`src/rtl/lsu_hs.sv`:
```
`default_nettype none
// ============================================================================
// Module      : lsu_hs
// Description : Load/store unit between EXU and the SimpleBus data port.
//               One outstanding op. It issues a handshaked bus request,
//               waits a variable number of cycles for the response (with a
//               timeout), then returns an extended load result or a store
//               acknowledge with an error flag.
// Revision    : 1.0 - initial handshaked release
// ============================================================================
module lsu_hs #(
    parameter int ADDR_W  = 32,
    parameter int TIMEOUT = 255,
    parameter int TO_W    = 8
) (
    input  logic              clk,
    input  logic              rst,
    input  logic              in_valid,
    output logic              in_ready,
    input  logic              in_ren,
    input  logic              in_wen,
    input  logic [ADDR_W-1:0] in_addr,
    input  logic [31:0]       in_wdata,
    input  logic [1:0]        in_size,
    input  logic              in_unsigned,
    output logic              out_valid,
    input  logic              out_ready,
    output logic [31:0]       out_rdata,
    output logic              out_err,
    output logic              busy,
    output logic              bus_req_valid,
    input  logic              bus_req_ready,
    output logic [ADDR_W-1:0] bus_addr,
    output logic              bus_wen,
    output logic [31:0]       bus_wdata,
    output logic [3:0]        bus_wmask,
    input  logic              bus_rsp_valid,
    input  logic [31:0]       bus_rdata,
    input  logic              bus_rsp_err
);

    typedef enum logic [1:0] {
        S_IDLE = 2'd0,
        S_REQ  = 2'd1,
        S_WAIT = 2'd2,
        S_RESP = 2'd3
    } state_t;

    localparam logic [1:0]      C_SZ_BYTE = 2'b00;
    localparam logic [1:0]      C_SZ_HALF = 2'b01;
    localparam logic [1:0]      C_SZ_WORD = 2'b10;
    localparam logic [TO_W-1:0] C_TIMEOUT = TO_W'(TIMEOUT);
    localparam bit              C_TO_EN   = (TIMEOUT != 0);

    state_t              state_q, state_d;
    logic [ADDR_W-1:0]   bus_addr_q, bus_addr_d;
    logic                bus_wen_q, bus_wen_d;
    logic [31:0]         bus_wdata_q, bus_wdata_d;
    logic [3:0]          bus_wmask_q, bus_wmask_d;
    logic [1:0]          size_q, size_d;
    logic                unsigned_q, unsigned_d;
    logic [1:0]          lane_q, lane_d;
    logic [31:0]         out_rdata_q, out_rdata_d;
    logic                out_err_q, out_err_d;
    logic [TO_W-1:0]     cnt_q, cnt_d;

    logic                w_misaligned;
    logic                w_illegal;
    logic                w_noop;
    logic [31:0]         w_lane_wdata;
    logic [3:0]          w_lane_wmask;
    logic [31:0]         w_shifted;
    logic [31:0]         w_load_data;
    logic [TO_W-1:0]     w_cnt_inc;

    // Request classification of the op presented by EXU
    always_comb begin
        w_misaligned = ((in_size == C_SZ_HALF) && in_addr[0]) ||
                       ((in_size == C_SZ_WORD) && (in_addr[1:0] != 2'b00));
        w_illegal    = (in_ren && in_wen) || (in_size == 2'b11) || w_misaligned;
        w_noop       = !in_ren && !in_wen;
    end

    // Store data replication across byte lanes and the matching write mask
    always_comb begin
        w_lane_wdata = in_wdata;
        w_lane_wmask = 4'b0000;
        case (in_size)
            C_SZ_BYTE: begin
                w_lane_wdata = {4{in_wdata[7:0]}};
                w_lane_wmask = 4'b0001 << in_addr[1:0];
            end
            C_SZ_HALF: begin
                w_lane_wdata = {2{in_wdata[15:0]}};
                w_lane_wmask = 4'b0011 << in_addr[1:0];
            end
            C_SZ_WORD: w_lane_wmask = 4'b1111;
            default:   w_lane_wmask = 4'b0000;
        endcase
    end

    // Load alignment: shift the addressed lane down, then sign/zero extend
    always_comb begin
        w_shifted = bus_rdata >> {lane_q, 3'b000};
        case (size_q)
            C_SZ_BYTE: w_load_data = unsigned_q ? {24'h0, w_shifted[7:0]}
                                                : {{24{w_shifted[7]}}, w_shifted[7:0]};
            C_SZ_HALF: w_load_data = unsigned_q ? {16'h0, w_shifted[15:0]}
                                                : {{16{w_shifted[15]}}, w_shifted[15:0]};
            default:   w_load_data = w_shifted;
        endcase
    end

    assign w_cnt_inc = cnt_q + TO_W'(1);

    // Next-state and datapath update for the IDLE/REQ/WAIT/RESP sequence
    always_comb begin
        state_d     = state_q;
        bus_addr_d  = bus_addr_q;
        bus_wen_d   = bus_wen_q;
        bus_wdata_d = bus_wdata_q;
        bus_wmask_d = bus_wmask_q;
        size_d      = size_q;
        unsigned_d  = unsigned_q;
        lane_d      = lane_q;
        out_rdata_d = out_rdata_q;
        out_err_d   = out_err_q;
        cnt_d       = cnt_q;
        case (state_q)
            S_IDLE: begin
                if (in_valid) begin
                    bus_addr_d  = {in_addr[ADDR_W-1:2], 2'b00};
                    bus_wen_d   = in_wen;
                    bus_wdata_d = w_lane_wdata;
                    bus_wmask_d = in_wen ? w_lane_wmask : 4'b0000;
                    size_d      = in_size;
                    unsigned_d  = in_unsigned;
                    lane_d      = in_addr[1:0];
                    if (w_illegal) begin
                        out_err_d   = 1'b1;
                        out_rdata_d = 32'h0;
                        state_d     = S_RESP;
                    end else if (w_noop) begin
                        out_err_d   = 1'b0;
                        out_rdata_d = 32'h0;
                        state_d     = S_RESP;
                    end else begin
                        state_d     = S_REQ;
                    end
                end
            end
            S_REQ: begin
                if (bus_req_ready) begin
                    cnt_d   = '0;
                    state_d = S_WAIT;
                end
            end
            S_WAIT: begin
                // A response arriving in the timeout cycle takes priority
                if (bus_rsp_valid) begin
                    out_err_d   = bus_rsp_err;
                    out_rdata_d = (bus_wen_q || bus_rsp_err) ? 32'h0 : w_load_data;
                    state_d     = S_RESP;
                end else if (C_TO_EN && (w_cnt_inc == C_TIMEOUT)) begin
                    out_err_d   = 1'b1;
                    out_rdata_d = 32'h0;
                    state_d     = S_RESP;
                end else begin
                    cnt_d = w_cnt_inc;
                end
            end
            S_RESP: begin
                if (out_ready) begin
                    state_d = S_IDLE;
                end
            end
            default: state_d = S_IDLE;
        endcase
    end

    // State and datapath registers; reset abandons any op in flight
    always_ff @(posedge clk) begin
        if (rst) begin
            state_q     <= S_IDLE;
            bus_addr_q  <= '0;
            bus_wen_q   <= 1'b0;
            bus_wdata_q <= 32'h0;
            bus_wmask_q <= 4'h0;
            size_q      <= 2'b00;
            unsigned_q  <= 1'b0;
            lane_q      <= 2'b00;
            out_rdata_q <= 32'h0;
            out_err_q   <= 1'b0;
            cnt_q       <= '0;
        end else begin
            state_q     <= state_d;
            bus_addr_q  <= bus_addr_d;
            bus_wen_q   <= bus_wen_d;
            bus_wdata_q <= bus_wdata_d;
            bus_wmask_q <= bus_wmask_d;
            size_q      <= size_d;
            unsigned_q  <= unsigned_d;
            lane_q      <= lane_d;
            out_rdata_q <= out_rdata_d;
            out_err_q   <= out_err_d;
            cnt_q       <= cnt_d;
        end
    end

    assign in_ready      = (state_q == S_IDLE);
    assign busy          = (state_q != S_IDLE);
    assign bus_req_valid = (state_q == S_REQ);
    assign out_valid     = (state_q == S_RESP);
    assign bus_addr      = bus_addr_q;
    assign bus_wen       = bus_wen_q;
    assign bus_wdata     = bus_wdata_q;
    assign bus_wmask     = bus_wmask_q;
    assign out_rdata     = out_rdata_q;
    assign out_err       = out_err_q;

endmodule
`default_nettype wire

```
`config.mk`:
```
export PLATFORM = sky130hd
export DESIGN_NAME = lsu_hs
export DESIGN_NICKNAME = d
export VERILOG_FILES = /design/src/rtl/lsu_hs.sv
export SDC_FILE = /design/constraint.sdc
export NUM_CORES = 1
export LEC_CHECK = 0
export CORE_MARGIN = 2
export CORE_UTILIZATION = 50
export CTS_BUF_LIST = sky130_fd_sc_hd__clkbuf_8 sky130_fd_sc_hd__clkbuf_16
export DETAILED_ROUTE_END_ITERATION = 8
export DONT_BUFFER_PORTS = 1
export GPL_TIMING_DRIVEN = 0
export HOLD_SLACK_MARGIN = 0.08
export SETUP_SLACK_MARGIN = 0.2
export SYNTH_ARGS = -nofsm -noshare
export SYNTH_HDL_FRONTEND = slang
export SYNTH_SLANG_ARGS = --single-unit
```
`constraint.sdc`:
```
create_clock -name clk -period 3.5 [get_ports clk]
set_input_delay 0.525 -clock clk [delete_from_list [all_inputs] [get_ports clk]]
set_output_delay 0.525 -clock clk [all_outputs]
set_load 0.005 [all_outputs]
```
## Yosys cells after proc, flatten, opt, wreduce, memory -nomap -nowiden

Cells that the tools add are included.

| storage, ports and cells | value |
|---|---|
| bits in registers | 115 |
| output and inout port bits | 106 |

| operators by class | value |
|---|---|
| $add $sub $neg | 1 |
| shifts and indexed selects | 3 |
| reduce and logical (&&, ||, !) cells | 21 |
| equal/unequal tests | 15 |
| muxes and demuxes | 31 |

Operators by type and width:

| kind | number |
|---|---|
| $mux W32 | 8 |
| $pmux W32 S2 | 3 |
| $shr A32 B5 Y32 | 1 |
| $mux W8 | 3 |
| $pmux W8 S2 | 1 |
| $mux W2 | 7 |
| $pmux W4 S3 | 1 |
| $reduce_and A4 Y1 | 3 |
| $add A8 B1 Y8 const B | 1 |
| $eq A2 B2 Y1 const B | 4 |
| $eq A8 B8 Y1 const B | 1 |
| $pmux W2 S4 | 1 |
| $reduce_bool A2 Y1 | 4 |
| $eq A2 B1 Y1 const B | 3 |
| $logic_not A2 Y1 | 3 |
| $ne A2 B2 Y1 const B | 3 |
| $mux W1 | 5 |
| $logic_and A1 B1 Y1 | 4 |
| $logic_or A1 B1 Y1 | 4 |
| $mux W4 | 1 |
| $ne A2 B1 Y1 const B | 2 |
| $shl A1 B2 Y4 const A | 1 |
| $shl A2 B2 Y4 const A | 1 |
| $ne A3 B1 Y1 const B | 1 |
| other kinds (4) | 5 |

## Longest topological paths before layout

Gate-level depths: netlist (run 1).

| depth | value |
|---|---|
| depth in word-level cells | 7 |
| mapped depth | 8 |
| depth with buffers taken out | 7 |

## Least setup slack after synthesis (run 1)

Ideal clock, no wire load.

| path | value |
|---|---|
| path type | flip-flop to flip-flop |
| start | reg cnt_q[0] |
| end | reg out_rdata_q[19], in the netlist out_rdata[19] |
| path buffers | 1 |
| stages on the path, launching flop included | 8 |
| data required time | 3.379 ns |
| data arrival time | 2.152 ns |
| path slack | 1.227 ns |
| path through | dfxtp_1 -> ha_1 -> nand2b_1 -> a211o_1 -> o21ba_1 -> nor4_4 -> buf_4 -> mux2_2 |

| on the way | value |
|---|---|
| cells in the longest elaborated chain, start to end | 4 |

Ends and longest elaborated chain:

| item | RTL line | source |
|---|---|---|
| start, declared | 65 | `logic [TO_W-1:0] cnt_q, cnt_d;` |
| start signal, assigned | 206 | `cnt_q <= cnt_d;` |
| $add A8 B1 Y8 | 114 | `assign w_cnt_inc = cnt_q + TO_W'(1);` |
| $eq A8 B8 Y1 | 164 | `end else if (C_TO_EN && (w_cnt_inc == C_TIMEOUT)) begin` |
| $ne A3 B3 Y1 (no source line) | -- |  |
| $reduce_and A4 Y1 (no source line) | -- |  |
| end signal, assigned | 204 | `out_rdata_q <= out_rdata_d;` |
| end, declared | 63 | `logic [31:0] out_rdata_q, out_rdata_d;` |

No other way between the ends.
A chain may end at the register's enable or synchronous reset.

## Worst setup path after layout (run 1)

| path | value |
|---|---|
| start | reg cnt_q[1] |
| end | reg out_rdata_q[19], in the netlist out_rdata[19] |

Same word-level chain as after synthesis.

==> results of run 1 <==
## cells by family (layout without fill, tap and decap cells)
group                    count (synthesis)  count (layout)
AO/OA/AOI/OAI                          154             154
XOR/XNOR                                 3               3
adder cells (fa/ha/maj)                  6               6
buffers and inverters                   57              89
flip-flops                             115             115
multiplexers                            77              77
other                                    1               2
AND/OR/NAND/NOR                        246             246
## Yosys cell counts, types with 2 or more instances
master and n:
nand3_1 7, nor3_1 2, clkbuf_1 36, a311oi_1 8
ha_1 6, mux2_2 17, mux4_2 2, dfxtp_1 115
a21oi_1 69, and3_1 3, nand2b_1 10, buf_4 6
nor2b_1 12, a221o_1 2, a211oi_1 9, and2_1 2
o211ai_1 7, a21o_1 2, mux2_1 2, mux2i_1 56
a2bb2oi_1 7, xor2_1 2, buf_1 7, o21ai_0 36
nor2_1 31, o2bb2ai_1 2, nand2_1 169, inv_1 6
## area by class of cell
class	count	area [µm²]
fill	1002	4527
multi-input combinational	488	2920
sequential	115	2302
clock buffer	18	427.9
buffer	50	211.5
tap	140	175.2
clock inverter	14	155.1
inverter	7	26.28
## flip-flops by register name (all words and copies together) (netlist names)
register    cells
bus_wdata      32
out_rdata      32
bus_addr       30
cnt_q           8
bus_wmask       4
lane_q          2
size_q          2
state_q         2
bus_wen         1
out_err         1
unsigned_q      1
## worst max-delay path by stage
stage,cells after the start,from,end
after global placement,7,cnt_q[1],out_rdata[23]
after global routing,7,cnt_q[1],out_rdata[19]
final,7,cnt_q[1],out_rdata[19]
after CTS,7,cnt_q[1],out_rdata[19]
after floorplan,7,cnt_q[0],out_rdata[19]
after detailed placement,7,cnt_q[0],out_rdata[19]
## worst register-to-register path: stages, from the launching register on
cell and delay [ps]:
dfxtp_1 350, ha_1 220, nand2b_1 160, a211o_1 350, o21ba_1 220, nor4_4 450
buf_4 290, mux2_2 350
## routing by layer
layer,routed length [µm],vias to the layer above
li1,-,2313
met1,5930,2231
met2,7609,222
met4,342,0
met3,1827,22
met5,0,-
## per-stage QoR
stage	setup WS [ps]	instances
finish	1014	832
global route	827.3	832
CTS	996.6	832
detailed placement	1006	800
global placement	1040	800
floorplan	1227	660
## power groups by stage
stage                     logic (µW)  clock network [µW]  registers (µW)
after detailed placement        1120                   0            1690
after floorplan                  891                   0            1640
after global routing            1230                1780            1690
after CTS                       1120                1710            1670
final                           1110                1690            1670
after global placement          1090                   0            1690
==> qor.yml, run 1 <==
critical_path:
  regToRegStartpoint: "cnt_q[1]"
  cp_slowest_stage_delay_ps: 450
  reg2reg_slack_ps: 1010
  start_kind: "register"
  reg2reg_to: "out_rdata[19]"
  critical_path.slowest_cell: "nor4_4"
  critPathKind: "register to register"
  path_buf_inv: 1
  crit_chain: "ha_1 > nand2b_1 > a211o_1 > o21ba_1 > nor4_4 > buf_4 > mux2_2"
  endpoint_kind: "register"
  reg2regPathDepth: 7
  required_ps: 3910
  crit_family: "simple AND/OR/NAND/NOR gates"
  cp_max_fo: 10
  arrival_ps: 2900
placement:
  place_area_um2: 5635
  hpwl_mm: 12.00
  port_buffers: 0
  gp_congestion: 0.9074
synthesis:
  synthAdderAreaFrac_pct: 1.376
  ys_types: 54
  synth-xor-area-share_pct: 0.4815
  synthMuxAreaShare_pct: 15.02
  ys_warn_count: 0
  seq_area_frac_synth_pct: 42.19
  synth_compound_area_share_pct: 17.08
  netlist_area_um2: 5456
  synth-simple-area-share_pct: 19.42
  synth_edf_count: 0
  synth_top_family_by_area: "simple AND/OR/NAND/NOR gates"
  synth-seq-cells: 115
  ys.flop_type: "dfxtp_1"
  synth_top_area_share_pct: 42.19
  async_flop_share_pct: 0
  synth_area_leader_cell: "dfxtp_1"
  netlist_top_cells_area: "dfxtp_1 42%, nand2_1 12%, mux2i_1 10%, a21oi_1 6.3%, mux2_2 3.5%"
  avgSynthCellArea_um2: 8.280
  syn_inst: 659
pwr:
  pwr-share-clk_pct: 37.8
  combPwrFrac_pct: 24.9
  intPower_uw: 2977
  p_leak_uw: 0.002313
  finalPower_uw: 4465
  ir_drop_uv: 500.7
  sw_frac_of_total_pct: 33.32
  pwr-share-seq_pct: 37.3
  switchingPower_uw: 1488
  pwr_density_cell_nw_per_um2: 717.9
clock_tree:
  clkLatencyLatePin_ps: 530
  cts_root_buffer: "clkbuf_8"
  htreeDepth: 4
  cts_tree: "done"
  cts_hold_buf: 0
  cts_buffer_depth: 2
  numCtsBuffers: 17
  postCtsSetupBuffers: 0
  clk_pin_slew_ps: 60
  post_cts_resized: 0
  cts_sinks: 115
timing:
  fmax_mhz: 402.3
  fin_crit_sh_pct: 71.03
  holdWs_ps: 124.4
  final-hold-violation-count: 0
  setup_tns_ps: 0
  timing.final.crit_period_ps: 2486
  timing_worst_slew_pin_value_ps: 686.1
  finalClockSkew_ps: 7.879
  final_max_slew_viol_count: 0
  maxSlewHeadroom_pct: 54.26
  setup_viol: 0
  grt_setup_unrepaired: "false"
min_path:
  min_from: "in_addr[29]"
  worstHoldEndpoint: "bus_addr[29]"
  hold_class: "primary input to register"
  holdPathStages: 2
layout:
  drive_above_1_share_pct: 8.960
  n_antenna_cell: 0
  fin_util_pct: 57.87
  finalInstanceArea_um2: 6218
  final_cell_mix: "169 x nand2_1, 115 x dfxtp_1, 69 x a21oi_1"
  final_common_cell: "nand2_1"
  area_growth_pct: 13.96
  nets: 793
outcome:
  outcome: "complete, no violations"
routing:
  vias_per_cell: 5.755
  initialDrtViolationCount: 363
  dr_total_vias: 4788
  wire_per_inst_um: 18.88
  finalWirelength_mm: 15.71
  drtAntennaViolNets: 0
  drc: 0
  drt_first_pass_iters: 5
global_route:
  grt_use_met1_pct: 28.57
  gr-usage-all-layers_pct: 26.70
  grt_pass1_wl_mm: 23.72
  grt_overflow: 0
  grt_max_degree: 17
  grtUsageMet3_pct: 13.32
  antenna_found_initial: 0
  grtUsageMet2_pct: 44.29
  grt_pass1_vias: 4706
  busiest_layer: "met2"
floorplan:
  die_h_um: 108.5
  ioPinCount: 214
  die_x_um: 108.5
  dieArea_um2: 11760
  rows: 38
  core_um2: 10750
  start_util_pct: 50.78
run:
  drv_cap: 0
(Power assumes the default switching activity.)
==> run 2, diff against run 1 <==
--- a/config.mk
+++ b/config.mk
@@ -12,6 +12,7 @@
 export DONT_BUFFER_PORTS = 1
 export GPL_TIMING_DRIVEN = 0
 export HOLD_SLACK_MARGIN = 0.08
+export PLACE_DENSITY = 0.68
 export SETUP_SLACK_MARGIN = 0.2
 export SYNTH_ARGS = -nofsm -noshare
 export SYNTH_HDL_FRONTEND = slang
==> constraint.sdc (replaced) <==
create_clock -name clk -period 2.1 [get_ports clk]
set_input_delay 0.315 -clock clk [delete_from_list [all_inputs] [get_ports clk]]
set_output_delay 0.315 -clock clk [all_outputs]
set_load 0.005 [all_outputs]
==> run 2 against run 1 <==
The flow now finishes with violations (setup timing); clock-buffer cell count is the same; flip-flop and latch count is the same; critical path depth is the same; core utilization grew 9.8 points; via count grew 12%; register-to-register slack lost 1100 ps; clock power grew 64%; clock skew shrank 2.7 ps; fmax grew 15%; combinational power grew 120%; final cell count grew 10%; global-route usage grew 3.3 points; critical path type unchanged; largest cell class unchanged; largest power group is now sequential cells.
==> qor.yml, run 2 (synthesized netlist as in run 1, its figures left out) <==
routing:
  vias_per_cell: 5.858  # +1.8%
  initialDrtViolationCount: 385  # +6.1%
  dr_total_vias: 5372  # +12%
  finalWirelength_mm: 17.93  # +14%
  top_layer_used: "met4"
  wl_met1_mm: 6.758  # +14%
  drtAntennaViolNets: 0  # unchanged
  wl_met3_mm: 1.671  # -8.5%
  drt_first_pass_iters: 5  # unchanged
  route.met2.wl_mm: 8.929  # +17%
  drc: 0  # unchanged
  wire_per_inst_um: 19.55  # +3.5%
clock_tree:
  cts_buffer_depth: 2  # unchanged
  cts_root_buffer: "clkbuf_8"
  numCtsBuffers: 17  # unchanged
  cts_tree: "done"
  clkLatencyLatePin_ps: 540  # about the same
  cts_sinks: 115  # unchanged
  htreeDepth: 4  # unchanged
  clk_pin_slew_ps: 60  # about the same
floorplan:
  core_um2: 10750  # unchanged
  start_util_pct: 50.78  # unchanged
  die_x_um: 108.5  # unchanged
  rows: 38  # unchanged
  dieArea_um2: 11760  # unchanged
  die_h_um: 108.5  # unchanged
  ioPinCount: 214  # unchanged
timing:
  final-hold-violation-count: 0  # unchanged
  grt_setup_unrepaired: "true"
  maxSlewHeadroom_pct: 53.07  # -1.2 points
  fmax_mhz: 464.4  # +15%
  holdWs_ps: 115.7  # -8.707 ps
  timing.final.crit_period_ps: 2153  # -332.7 ps
  fin_crit_sh_pct: 102.5  # +32 points
  setup_slack_ps: -53.31  # -1067 ps
  timing_worst_slew_pin_value_ps: 704.0  # +17.91 ps
  setup_viol: 25  # +25
  final_max_slew_viol_count: 0  # unchanged
  finalClockSkew_ps: 5.220  # -2.659 ps
pwr:
  pwr-share-seq_pct: 34.7  # -2.6 points
  pwr_density_cell_nw_per_um2: 1107  # +54%
  pwr-share-clk_pct: 34.5  # -3.3 points
  combPwrFrac_pct: 30.8  # +5.9 points
  intPower_uw: 5379  # +81%
  p_leak_uw: 0.002760  # +19%
  ir_drop_uv: 963.4  # +92%
  switchingPower_uw: 2669  # +79%
  sw_frac_of_total_pct: 33.16  # -0.15 points
layout:
  nets: 878  # +11%
  fin_cells: 917  # +10%
  area_growth_pct: 33.23
  drive_above_1_share_pct: 14.29  # +5.3 points
  n_antenna_cell: 0  # unchanged
  final_common_cell: "nand2_1"
  final_cell_mix: "168 x nand2_1, 112 x dfxtp_1, 75 x dlygate4sd3_1"
critical_path:
  arrival_ps: 2580  # -320 ps
  reg2regPathDepth: 7  # unchanged
  crit_start: "cnt_q[1]"
  start_kind: "register"
  reg2reg_slack_ps: -50  # -1070 ps
  required_ps: 2530  # -1380 ps
  critPathKind: "register to register"
  endpoint_kind: "register"
  regToRegStartpoint: "cnt_q[1]"
  reg2reg_to: "out_rdata[16]"
  cp_max_fo: 6  # -4
min_path:
  holdPathStages: 3  # +1
  min_from: "out_ready"
  hold_class: "primary input to register"
  worstHoldEndpoint: "state_q[0]"
outcome:
  violations: "setup timing"
  outcome: "finished with violations"
global_route:
  grt_max_degree: 17  # unchanged
  antenna_found_initial: 0  # unchanged
  grt_pass1_vias: 5393  # +15%
  grt_pass1_wl_mm: 26.85  # +13%
  grt_overflow: 0  # unchanged
  gr-usage-all-layers_pct: 30.03  # +3.3 points
placement:
  placed_cells: 800  # unchanged
  port_buffers: 0  # unchanged
  gp_congestion: 0.8557  # -5.7%
  place_ws_ps: -377.5  # -1384 ps
  hpwl_mm: 11.92  # -0.63%
run:
  drv_cap: 0  # unchanged
-- run 2: cell count changes in the layout (fill, tap and decap cells not counted), moves of 4 or more --
cell / previous run / this run
mux2_2: 17 / 12
clkbuf_2: 0 / 12
dlygate4sd3_1: 0 / 75
ha_1: 6 / 2
buf_1: 7 / 2
clkbuf_1: 36 / 22
mux2_4: 0 / 7
buf_6: 0 / 4
buf_2: 1 / 5
clkinvlp_4: 1 / 5
-- run 2: layout make-up --
cell class / count / area (µm²)
Timing Repair Buffer: 85 / 867.1
Clock buffer: 18 / 427.9
Inverter: 7 / 26.28
Sequential cell: 115 / 2311
Clock inverter: 14 / 141.4
Multi-Input combinational cell: 488 / 3043
Tap cell: 140 / 175.2
Buffer: 50 / 277.8
Fill cell: 841 / 3476
-- run 2: critical path, stage by stage (launching register included) --
cell,delay (ps)
dfxtp_4,360
ha_4,160
nand2b_4,130
a211o_1,300
o21ba_4,220
nor4_4,320
buf_6,210
mux2_2,340
-- run 2: power by group through the flow --
stage | clock, µW | combinational [µW] | sequential, µW
CTS | 2790 | 2310 | 2790
finish | 2770 | 2480 | 2790
global placement | 0 | 1840 | 2810
floorplan | 0 | 1530 | 2730
detailed placement | 0 | 1910 | 2820
global route | 2890 | 2680 | 2820
-- run 2: stage by stage --
step           total power (µW)  setup TNS [ps]  utilization (%)  instance area [µm²]
3_5_place_dp               4726          -17860            53.00                 5695
3_3_place_gp               4655          -12700            53.00                 5695
2_1_floorplan              4259          -459.3                -                 5520
5_1_grt                    8394           -2125            67.65                 7269
4_1_cts                    7887          -73.35            66.86                 7184
6_report                   8047          -454.5            67.65                 7269
-- run 2: layer usage --
layer  track usage (%)  up-vias
li1                  -     2483
met1             32.10     2549
met2             52.28      283
met3             11.81       57
met4             13.19        0
met5                 0        -
-- run 2: worst max-delay path by stage --
stage	cells past startpoint	endpoint
floorplan	7	out_rdata[19]
global placement	8	out_rdata[22]
detailed placement	8	bus_wdata[7]
CTS	7	out_rdata[16]
global route	8	out_rdata[15]
finish	7	out_rdata[16]
-- run 2: repair_timing --
| item | CTS | global route |
|---|---|---|
| hold endpoints to repair | 78 | 1 |
| endpoints found under the setup margin | 107 | 101 |
| buffers inserted | 6 | 3 |
| cloned | 0 | 1 |
| gates resized for setup | 39 | 16 |
| pin swaps | 5 | 1 |
| hold buffers | 74 | 1 |
==> run 3, diff against run 2 <==
--- a/config.mk
+++ b/config.mk
@@ -6,13 +6,12 @@
 export NUM_CORES = 1
 export LEC_CHECK = 0
 export CORE_MARGIN = 2
-export CORE_UTILIZATION = 50
+export CORE_UTILIZATION = 55
 export CTS_BUF_LIST = sky130_fd_sc_hd__clkbuf_8 sky130_fd_sc_hd__clkbuf_16
 export DETAILED_ROUTE_END_ITERATION = 8
 export DONT_BUFFER_PORTS = 1
 export GPL_TIMING_DRIVEN = 0
-export HOLD_SLACK_MARGIN = 0.08
-export PLACE_DENSITY = 0.68
+export PLACE_DENSITY_LB_ADDON = 0.12
 export SETUP_SLACK_MARGIN = 0.2
 export SYNTH_ARGS = -nofsm -noshare
 export SYNTH_HDL_FRONTEND = slang
==> run 3 against run 2 <==
The run now ends clean; setup slack better by 110 ps; register-to-register slack better by 110 ps; core utilization up 5.8 points; die area down 8.8%; global-route usage up 1.2 points; largest cell class unchanged.
==> qor.yml, run 3 (synthesized netlist as in run 1, its figures left out) <==
outcome:
  outcome: "complete, no violations"
placement:
  place_ws_ps: -311.3  # +66.21 ps
  gp_congestion: 0.8938  # +4.5%
  hpwl_mm: 11.71  # -1.8%
  port_buffers: 0  # unchanged
clock_tree:
  cts_root_buffer: "clkbuf_8"
  cts_sinks: 115  # unchanged
  clkLatencyLatePin_ps: 520  # -20 ps
  cts_tree: "done"
  numCtsBuffers: 17  # unchanged
  cts_buffer_depth: 2  # unchanged
  clk_pin_slew_ps: 60  # about the same
  htreeDepth: 4  # unchanged
layout:
  seq_area_um2: 2310  # about the same
  n_antenna_cell: 0  # unchanged
  final_common_cell: "nand2_1"
  final_cell_mix: "168 x nand2_1, 111 x dfxtp_1, 69 x a21oi_1"
  multiInputGateArea_um2: 3054  # +0.37%
  drive_above_1_share_pct: 15.73  # +1.4 points
  nFillCells: 742  # -12%
  fin_util_pct: 73.41  # +5.8 points
  nets: 864  # -1.6%
  area_growth_pct: 30.29
critical_path:
  critPathKind: "register to register"
  required_ps: 2500  # -30 ps
  arrival_ps: 2450  # -130 ps
  cp_max_fo: 7  # +1
  endpoint_kind: "register"
  start_kind: "register"
pwr:
  ir_drop_uv: 613.8  # -36%
  p_leak_uw: 0.002710  # -1.8%
  finalPower_uw: 8052  # about the same
  combPwrFrac_pct: 32.0  # +1.2 points
  pwr-share-clk_pct: 33.3  # -1.2 points
  switchingPower_uw: 2683  # +0.53%
  pwr-share-seq_pct: 34.7  # about the same
  sw_frac_of_total_pct: 33.32  # +0.16 points
  pwr_density_cell_nw_per_um2: 1133  # +2.3%
  intPower_uw: 5369  # -0.18%
routing:
  drc: 0  # unchanged
  initialDrtViolationCount: 256  # -34%
  wire_per_inst_um: 19.12  # -2.2%
  drtAntennaViolNets: 0  # unchanged
  drt_first_pass_iters: 5  # unchanged
  dr_total_vias: 5256  # -2.2%
  finalWirelength_mm: 17.13  # -4.4%
  vias_per_cell: 5.866  # +0.13%
global_route:
  antenna_found_initial: 0  # unchanged
  gr-usage-all-layers_pct: 31.19  # +1.2 points
  grt_overflow: 0  # unchanged
  grt_max_degree: 17  # unchanged
  grt_pass1_vias: 5303  # -1.7%
  grt_pass1_wl_mm: 26.68  # -0.64%
floorplan:
  core_um2: 9684  # -9.9%
  start_util_pct: 56.34  # +5.6 points
  die_h_um: 103.6  # -4.5%
  rows: 36  # -5.3%
  ioPinCount: 214  # unchanged
  die_x_um: 103.6  # -4.5%
  dieArea_um2: 10730  # -8.8%
timing:
  final_max_slew_viol_count: 0  # unchanged
  setup_viol: 0  # -100%
  grt_setup_unrepaired: "true"
  timing.final.crit_period_ps: 2047  # -106.8 ps
  setup_tns_ps: 0  # +454.5 ps
  maxSlewHeadroom_pct: 50.62  # -2.4 points
  fin_crit_sh_pct: 97.45  # -5.1 points
  holdWs_ps: 22.21  # -93.44 ps
  finalClockSkew_ps: 12.89  # +7.665 ps
  fmax_mhz: 488.6  # +5.2%
  timing_worst_slew_pin_value_ps: 738.7  # +34.70 ps
  setup_slack_ps: 53.49  # +106.8 ps
  final-hold-violation-count: 0  # unchanged
run:
  drv_cap: 0  # unchanged
min_path:
  hold_class: "primary input to register"
run 3: path summary, 6_finish.rpt:
| check | start | to | slack (ps) | cells past startpoint |
|---|---|---|---|---|
| max | cnt_q[1] | out_rdata[19] | 50 | 8 |
| max reg2reg | cnt_q[1] | out_rdata[19] | 50 | 8 |
| min | bus_rdata[27] | out_rdata[27] | 20 | 2 |
| min reg2reg | bus_addr[9] | bus_addr[9] | 470 | 2 |
run 3: what timing repair did:
item | 4_1_cts | 5_1_grt
gates cloned | 0 | 1
hold buffers | 53 | 0
endpoints found under the setup margin | 100 | 82
setup buffers | 9 | 8
pin swaps | 5 | 5
hold endpoints to repair | 55 | 0
gates resized for setup | 36 | 29
run 3: layer usage:
layer  wire length (µm)  up-vias  GRT usage [%]
li1                   -     2458              -
met1               6430     2506          34.42
met2               8649      246          53.55
met3               1419       46          10.13
met4                634        0          16.31
met5                  0        -              0
run 3: through the flow:
step           instances  instance area [µm²]
2_1_floorplan        660                 5520
3_3_place_gp         793                 5687
3_5_place_dp         793                 5687
4_1_cts              887                 6948
5_1_grt              896                 7109
6_report             896                 7109
run 3: power groups by stage:
stage,clock (µW),combinational [µW],sequential (µW)
final,2680,2580,2790
after detailed placement,0,1900,2820
after global placement,0,1840,2810
after global routing,2790,2790,2820
after CTS,2700,2230,2790
after floorplan,0,1530,2730
run 3: worst max-delay path, cell delays in order (launching register included):
cell      delay (ps)
dfxtp_4          360
ha_4             160
nand2b_4         130
a211o_1          290
o21ba_4          220
nor4_4           160
buf_6            180
buf_12           140
mux2_4           290
run 3: area by class of cell:
class                      instances  share of cell area (%)
multi-input combinational        488                   42.96
sequential                       115                   32.49
timing repair buffer              71                   9.873
clock buffer                      19                   6.213
buffer                            50                   4.189
tap                              133                   2.341
clock inverter                    13                   1.566
inverter                           7                  0.3696
